**src/rtl/inst_fetch_ctrl_pkg.sv**
```systemverilog
`default_nettype none
// ============================================================================
// Module  : fetch_pkg
// Brief   : Shared types and constants for the instruction fetch sequencer.
// Revision: 1.0
// ============================================================================
package fetch_pkg;

    typedef enum logic [1:0] {
        IDLE   = 2'd0,
        RUN    = 2'd1,
        HALTED = 2'd2
    } fetch_state_t;

    localparam logic [8:0] HALT_WORD = 9'h1FF;
    localparam logic [2:0] OP_BR     = 3'b101;
    localparam int         CNT_W     = 16;

endpackage
`default_nettype wire

```
**src/rtl/inst_fetch_ctrl_branch_lut.sv**
```systemverilog
`default_nettype none
// ============================================================================
// Module  : branch_lut
// Brief   : 8-entry branch-target register file, sync write / comb read.
// Revision: 1.0
// ============================================================================
module branch_lut #(
    parameter int AW = 8
) (
    input  logic          clk,
    input  logic          rst_n,
    input  logic          we,
    input  logic [2:0]    wr_idx,
    input  logic [AW-1:0] wr_data,
    input  logic [2:0]    rd_idx,
    output logic [AW-1:0] rd_data
);

    logic [AW-1:0] r_entries [8];

    // Read is from the registers, so a same-cycle write is seen only next cycle
    always_ff @(posedge clk or negedge rst_n) begin
        if (!rst_n) begin
            for (int i = 0; i < 8; i++) begin
                r_entries[i] <= '0;
            end
        end else if (we) begin
            r_entries[wr_idx] <= wr_data;
        end
    end

    assign rd_data = r_entries[rd_idx];

endmodule
`default_nettype wire

```
**src/rtl/inst_fetch_ctrl.sv**
```systemverilog
`default_nettype none
// ============================================================================
// Module  : inst_fetch_ctrl
// Brief   : Program counter, next-PC mux, run/halt FSM and run-cycle counter.
// Revision: 1.0
// ============================================================================
module inst_fetch_ctrl
    import fetch_pkg::*;
#(
    parameter int                AW       = 8,
    parameter int                IW       = 9,
    parameter logic [AW-1:0]     RESET_PC = '0
) (
    input  logic                 Clk,
    input  logic                 Reset_n,
    input  logic                 Start,
    input  logic                 Stall,
    input  logic                 BranchTaken,
    input  logic [IW-1:0]        InstIn,
    input  logic                 LutWe,
    input  logic [2:0]           LutIdx,
    input  logic [AW-1:0]        LutData,
    output logic [AW-1:0]        InstAddress,
    output logic                 InstValid,
    output logic                 Done,
    output logic [CNT_W-1:0]     CycleCount
);

    fetch_state_t     r_state;
    fetch_state_t     w_state_next;
    logic [AW-1:0]    r_pc;
    logic [AW-1:0]    w_pc_next;
    logic [AW-1:0]    w_lut_target;
    logic [CNT_W-1:0] r_cycles;
    logic             w_is_halt;
    logic             w_take_branch;

    assign w_is_halt     = (InstIn == IW'(HALT_WORD));
    assign w_take_branch = (InstIn[IW-1 -: 3] == OP_BR) && BranchTaken;

    branch_lut #(
        .AW (AW)
    ) u_branch_lut (
        .clk     (Clk),
        .rst_n   (Reset_n),
        .we      (LutWe),
        .wr_idx  (LutIdx),
        .wr_data (LutData),
        .rd_idx  (InstIn[2:0]),
        .rd_data (w_lut_target)
    );

    always_ff @(posedge Clk or negedge Reset_n) begin
        if (!Reset_n) begin
            r_state <= IDLE;
        end else begin
            r_state <= w_state_next;
        end
    end

    always_comb begin
        w_state_next = r_state;
        case (r_state)
            IDLE:    if (Start) w_state_next = RUN;
            RUN:     if (!Stall && w_is_halt) w_state_next = HALTED;
            HALTED:  if (!Start) w_state_next = IDLE;
            default: w_state_next = IDLE;
        endcase
    end

    always_comb begin
        InstValid = 1'b0;
        Done      = 1'b0;
        case (r_state)
            RUN:     InstValid = 1'b1;
            HALTED:  Done      = 1'b1;
            default: ;
        endcase
    end

    // Stall outranks halt, halt outranks branch
    always_comb begin
        w_pc_next = r_pc;
        case (r_state)
            IDLE: w_pc_next = RESET_PC;
            RUN: begin
                if (Stall || w_is_halt) w_pc_next = r_pc;
                else if (w_take_branch) w_pc_next = w_lut_target;
                else                    w_pc_next = r_pc + AW'(1);
            end
            HALTED:  if (!Start) w_pc_next = RESET_PC;
            default: w_pc_next = RESET_PC;
        endcase
    end

    always_ff @(posedge Clk or negedge Reset_n) begin
        if (!Reset_n) begin
            r_pc <= RESET_PC;
        end else begin
            r_pc <= w_pc_next;
        end
    end

    always_ff @(posedge Clk or negedge Reset_n) begin
        if (!Reset_n) begin
            r_cycles <= '0;
        end else if (r_state == IDLE && Start) begin
            r_cycles <= '0;
        end else if (r_state == RUN && r_cycles != {CNT_W{1'b1}}) begin
            r_cycles <= r_cycles + CNT_W'(1);
        end
    end

    assign InstAddress = r_pc;
    assign CycleCount  = r_cycles;

endmodule
`default_nettype wire

```
**config.mk**
```make
export PLATFORM = sky130hd
export DESIGN_NAME = inst_fetch_ctrl
export DESIGN_NICKNAME = d
export VERILOG_FILES = /design/src/rtl/inst_fetch_ctrl_pkg.sv /design/src/rtl/inst_fetch_ctrl_branch_lut.sv /design/src/rtl/inst_fetch_ctrl.sv
export SDC_FILE = /design/constraint.sdc
export NUM_CORES = 1
export LEC_CHECK = 0
export ABC_AREA = 1
export CORE_MARGIN = 4
export CORE_UTILIZATION = 63
export CTS_BUF_LIST = sky130_fd_sc_hd__clkbuf_2 sky130_fd_sc_hd__clkbuf_4 sky130_fd_sc_hd__clkbuf_8
export DETAILED_ROUTE_END_ITERATION = 10
export PLACE_DENSITY = 0.88
export SLEW_MARGIN = 20
export SYNTH_ARGS = -nofsm -noshare
export SYNTH_HDL_FRONTEND = slang
export SYNTH_SLANG_ARGS = --single-unit
```
**constraint.sdc**
```tcl
create_clock -name Clk -period 4.8 [get_ports Clk]
set_clock_uncertainty 0.05 [all_clocks]
set_input_delay 0.48 -clock Clk [delete_from_list [all_inputs] [get_ports Clk]]
set_output_delay 0.48 -clock Clk [all_outputs]
set_load 0.05 [all_outputs]
```
# Yosys cells after proc, flatten, opt, wreduce, memory -nomap -nowiden
# Cells that the tools add are included.
# op_classes
n_addsub	2
magnitude_cmp	3
eq_ne	9
muxes	18
bitwise	2
n_reduce_logical	11
# op_table
op	n
$bwmux W64	1
$mux W8	6
$mux W16	2
$bmux W8 S3	1
$demux W8 S3	1
$add A16 B1 Y16 const B	1
$ne A16 B16 Y1 const B	1
$pmux W8 S2	1
$eq A9 B9 Y1 const B	1
$add A8 B1 Y8 const B	1
$ge A4 B4 Y1 const B	2
$ne A2 B2 Y1 const B	4
$not A3 Y4	2
$mux W2	3
$pmux W2 S3	1
$logic_and A1 B1 Y1	5
$lt A4 B1 Y1 const B	1
$eq A3 B3 Y1 const B	1
$reduce_and A3 Y1	1
$eq A2 B1 Y1 const B	1
$eq A2 B2 Y1 const B	1
$logic_not A2 Y1	1
$mux W1	2
$reduce_and A2 Y1	1
other kinds (3)	3
# totals
register_bits	90
input_bits	26
output_inout_bits	26
elab_cells	56

# Longest topological paths before layout
# logic_depth
ltp_word	7
ltp_mapped	11
ltp_nobuf	9

# Modules after synthesis
# From an unflattened synthesis, not the netlist that was laid out.
# hier_totals
cells_unflattened	707
hier_area_um2	4951.0
# by_module_without_submodules
module	n_inst	cells_per_inst	area_per_inst_um2	seq_area_each_um2
branch_lut	1	439	3189.3	1601.5
inst_fetch_ctrl	1	268	1761.7	650.6

# Worst setup path after synthesis
# OpenSTA, ideal clock, no wires.
# synth_path
kind	reg-to-reg
from	register r_cycles[0] (netlist: CycleCount[0])
to	register r_cycles[13] (netlist: CycleCount[13])
setup_time_ps	74
arrival_time_ps	1832
t_required_ps	4676
setup_slack_ps	2844
path_stages_with_launch	11
n_path_buf	1
synth_period_minus_slack_ps	1956
path_cell_list	dfrtp_1 -> ha_1 -> nand2_1 -> nor2_2 -> nand2_2 -> nor2_4 -> nor2_4 -> nor2_8 -> buf_8 -> nand2_1 -> o21ai_2
# synth_via
elab_chain_len	3
elab_cells_between_ends	6
cone_classes	add/sub (1); eq/ne (1); mux (2); reduce/logical (2)
# synth_lines
item	line_no	text
start: declaration	inst_fetch_ctrl.sv:34	logic [CNT_W-1:0] r_cycles;
start signal: assignment	inst_fetch_ctrl.sv:110	r_cycles <= r_cycles + CNT_W'(1);
$add A16 B1 Y16 / $ne A16 B16 Y1 (equally long branches)	inst_fetch_ctrl.sv:110, inst_fetch_ctrl.sv:109	
$mux W16 / $logic_and A1 B1 Y1 (equally long branches)	inst_fetch_ctrl.sv:109	end else if (r_state == RUN && r_cycles != {CNT_W{1'b1}}) begin
$mux W16 / $reduce_bool A2 Y1 (equally long branches)	-	
# Several ways; a longest one is shown, not always the timed one. The select of a mux whose other input is x is not followed.
# A chain may end at the register's enable or synchronous reset.

# Worst setup path in the final report
# layout_path
from	input InstIn[0]
to	register r_pc[0] (netlist: InstAddress[0])
# layout_via
elab_chain_len	7
elab_cells_between_ends	11
cone_classes	eq/ne (2); mux (6); bitwise (1); reduce/logical (2)
# layout_lines
item	line_no	text
start: declaration	inst_fetch_ctrl.sv:19	input logic [IW-1:0] InstIn,
$not A3 Y4 (implied by the code)	inst_fetch_ctrl_branch_lut.sv:32	assign rd_data = r_entries[rd_idx];
$bmux W8 S3	inst_fetch_ctrl_branch_lut.sv:32	
$mux W8 (implied by the code) (2 in series)	inst_fetch_ctrl_branch_lut.sv:32	
$mux W8	inst_fetch_ctrl.sv:88	else if (w_take_branch) w_pc_next = w_lut_target;
$mux W8	inst_fetch_ctrl.sv:87	if (Stall || w_is_halt) w_pc_next = r_pc;
$pmux W8 S2	inst_fetch_ctrl.sv:84	case (r_state)
end signal: assignment	inst_fetch_ctrl.sv:100	r_pc <= w_pc_next;
end: declaration	inst_fetch_ctrl.sv:31	logic [AW-1:0] r_pc;
# Several ways; a longest one is shown, not always the timed one. The select of a mux whose other input is x is not followed.

==> metrics.txt <==
status=finished, final reports clean; Tot GR Track Use=29.7%; TritonRoute pass-1 iters=5; core area=7210 µm²; crit path max fanout=34; PnR worst setup slack=2440 ps; clock root cell=clkbuf_8; Final period util=49.2%; P&R area growth vs syn=16.2%; initial antenna violation count=0; total grt overflow=0; Syn Nets=660; detailed placement HPWL=8040 µm; drt initial violations=372; postcts setup bufs=0; GR met3 Demand/Resource=5.21%; port bufs=51; Vias/cell=5.69; sequential area share after synthesis=48.3%; Worst setup EP type=register; synth top area cells=dfrtp_1 48%, nand2_1 19%, nand3_1 7.9%; CTS H-tree lvls=3; GRT busiest layer=met2; count of hold buffers inserted by post-cts repair=0; GR Util met2=46.7%; most used cell, CP=nand2_1; TNS Setup=0 ps; global-route wire length before repair=20,400 µm; Synth top area share=48.3%; post-CTS sizing=0; Max-Slew Margin vs Limit=31.4%; clock slew seen by the registers of the worst setup and hold paths=90 ps; Slew Viols, Final=0; CP required=5010 ps; power density over cell area=437 nW/µm²; Post-Syn Instances=632; CP max stage delay=750 ps; Via Count=4,422; Buf+Inv Stages, Crit Path=3; Final GP Congestion=0.913; fmax=424 MHz; drt wl/cell=15.5 µm; synth warn=0; row cnt=31; CTS sink count=90; Worst Hold Class=primary input to async pin; Die Width=94.0 µm; CTS tree=done; final core occ=75.1%; Crit-path slowest cell=inv_1; Antenna diodes=0; cells along the critical path=clkdlybuf4s50_1 > buf_4 > inv_1 > nand2_1 > nand3_1 > nand3_1 > nand3_1 > nand2_1 > nand2_1 > nand2_1; Seq cells post-synth=90; Post-synth EDFFs=0; placed cell area=5200 µm²; nets@finish=702; most frequent cell after synthesis=nand2_1; final WL=12,100 µm; clock buffer depth=2; die area=8840 µm²; setup repair after global routing missed its margin=false; Initial Utilization=64.6%; Setup Viol. Count Final=0; Crit path max-delay family=buffers and inverters; design area=5420 µm²; dominant cell type by area after synthesis=dfrtp_1; CP Data Arrival Time=2580 ps; crit path launch type=primary input; Mapped Area=4660 µm²; synth cell count leaders=234 x nand2_1, 90 x dfrtp_1, 74 x nand3_1; Die Span Y=94.0 µm; Synth cell types=27; vias in the first global route=4,174; ys async rst share=100%; M1 GR Usage=41.1%; DP Worst Slack=2170 ps; post-route ant nets=0; ys flop type=dfrtp_1; # IOs=52; critical path class=primary input to register; layout cells sized above 1=4.87%; largest net degree at the start of global routing=91; Worst-Margin Slew=1020 ps; Final Hold Fails=0; P_leak=2.63 nW; Num CTS Buffers=9; mean post-synth cell area=7.38 µm²; peak supply drop=240 µV; Clock Latency Late Sink=370 ps; min Tclk post-route=2360 ps; number of max-cap violations=0; DRC=0
-- placed cells by master, fill, tap and decap left out, drive strengths merged, types with 4 or more instances in the layout --
master | netlist | final
nor2 | 42 | 42
nand3 | 74 | 74
inv | 61 | 61
o21ai | 73 | 73
a21oi | 4 | 4
xor2 | 7 | 7
or2 | 4 | 4
dfrtp | 90 | 90
nand2 | 237 | 237
nand4 | 7 | 7
clkbuf | 12 | 10
clkdlybuf4s50 | 0 | 50
o21bai | 5 | 5
-- registers in the layout, indices dropped and copies added, names as in the netlist --
signal	cells
r_state	2
InstAddress	8
CycleCount	16
u_branch_lut.r_entries	64
-- report_power, final --
part	leakage, nW	internal [W]	switching [W]
clock	0.102	0.000295	0.000271
sequential	1.14	0.000912	0.000138
combinational	1.39	0.000260	0.000492
-- path summary, 6_finish.rpt --
check / startpoint / end / slack (ps) / cells after the start
min in group Clk: u_branch_lut.r_entries[55] / u_branch_lut.r_entries[55] / 440 / 2
setup / recovery: InstIn[0] / InstAddress[0] / 2440 / 10
hold reg to reg: u_branch_lut.r_entries[55] / u_branch_lut.r_entries[55] / 440 / 2
setup reg to reg: CycleCount[0] / CycleCount[3] / 2730 / 7
max in group asynchronous: Reset_n / u_branch_lut.r_entries[54] / 4050 / 1
hold / removal: Reset_n / u_branch_lut.r_entries[27] / 120 / 1
-- per-layer routing --
layer | up-vias | part of all wire, %
met3 | 29 | 8.1
met5 | - | 0
met4 | 0 | 1.9
met2 | 218 | 46
li1 | 2094 | -
met1 | 2081 | 44
-- stage by stage --
stage	power [W]	hold WS, ps	instances
2_1_floorplan	0.00154	134	632
3_3_place_gp	0.00177	416	762
3_5_place_dp	0.00180	423	762
4_1_cts	0.00236	308	777
5_1_grt	0.00250	175	777
6_report	0.00237	121	777
-- cell type report --
class                      count  area (µm²)
clock buffer                  10         131
inverter                      62         233
clock inverter                 5        80.1
fill                         585        1800
tap                           99         124
sequential                    90        2250
timing repair buffer          52         519
multi-input combinational    459        2080
-- worst register-to-register path: stages (launching register included) --
cell and delay, ps:
dfrtp_1 470, ha_1 270, nand2_1 100, nor2_2 60, nand2_2 120, nor2_4 60
o21ai_0 620, o21ai_0 170
-- kinds of logic (layout without fill, tap and decap cells) --
| logic type | Yosys count | count (layout) | synth area share, % |
|---|---|---|---|
| compound gates | 83 | 83 | 9.31 |
| xor+xnor | 7 | 7 | 1.32 |
| fa+ha+maj | 2 | 2 | 0.537 |
| buf+inv | 83 | 129 | 7.11 |
| flops | 90 | 90 | 48.3 |
| simple gates | 367 | 367 | 33.4 |
(Power assumes the default switching activity.)
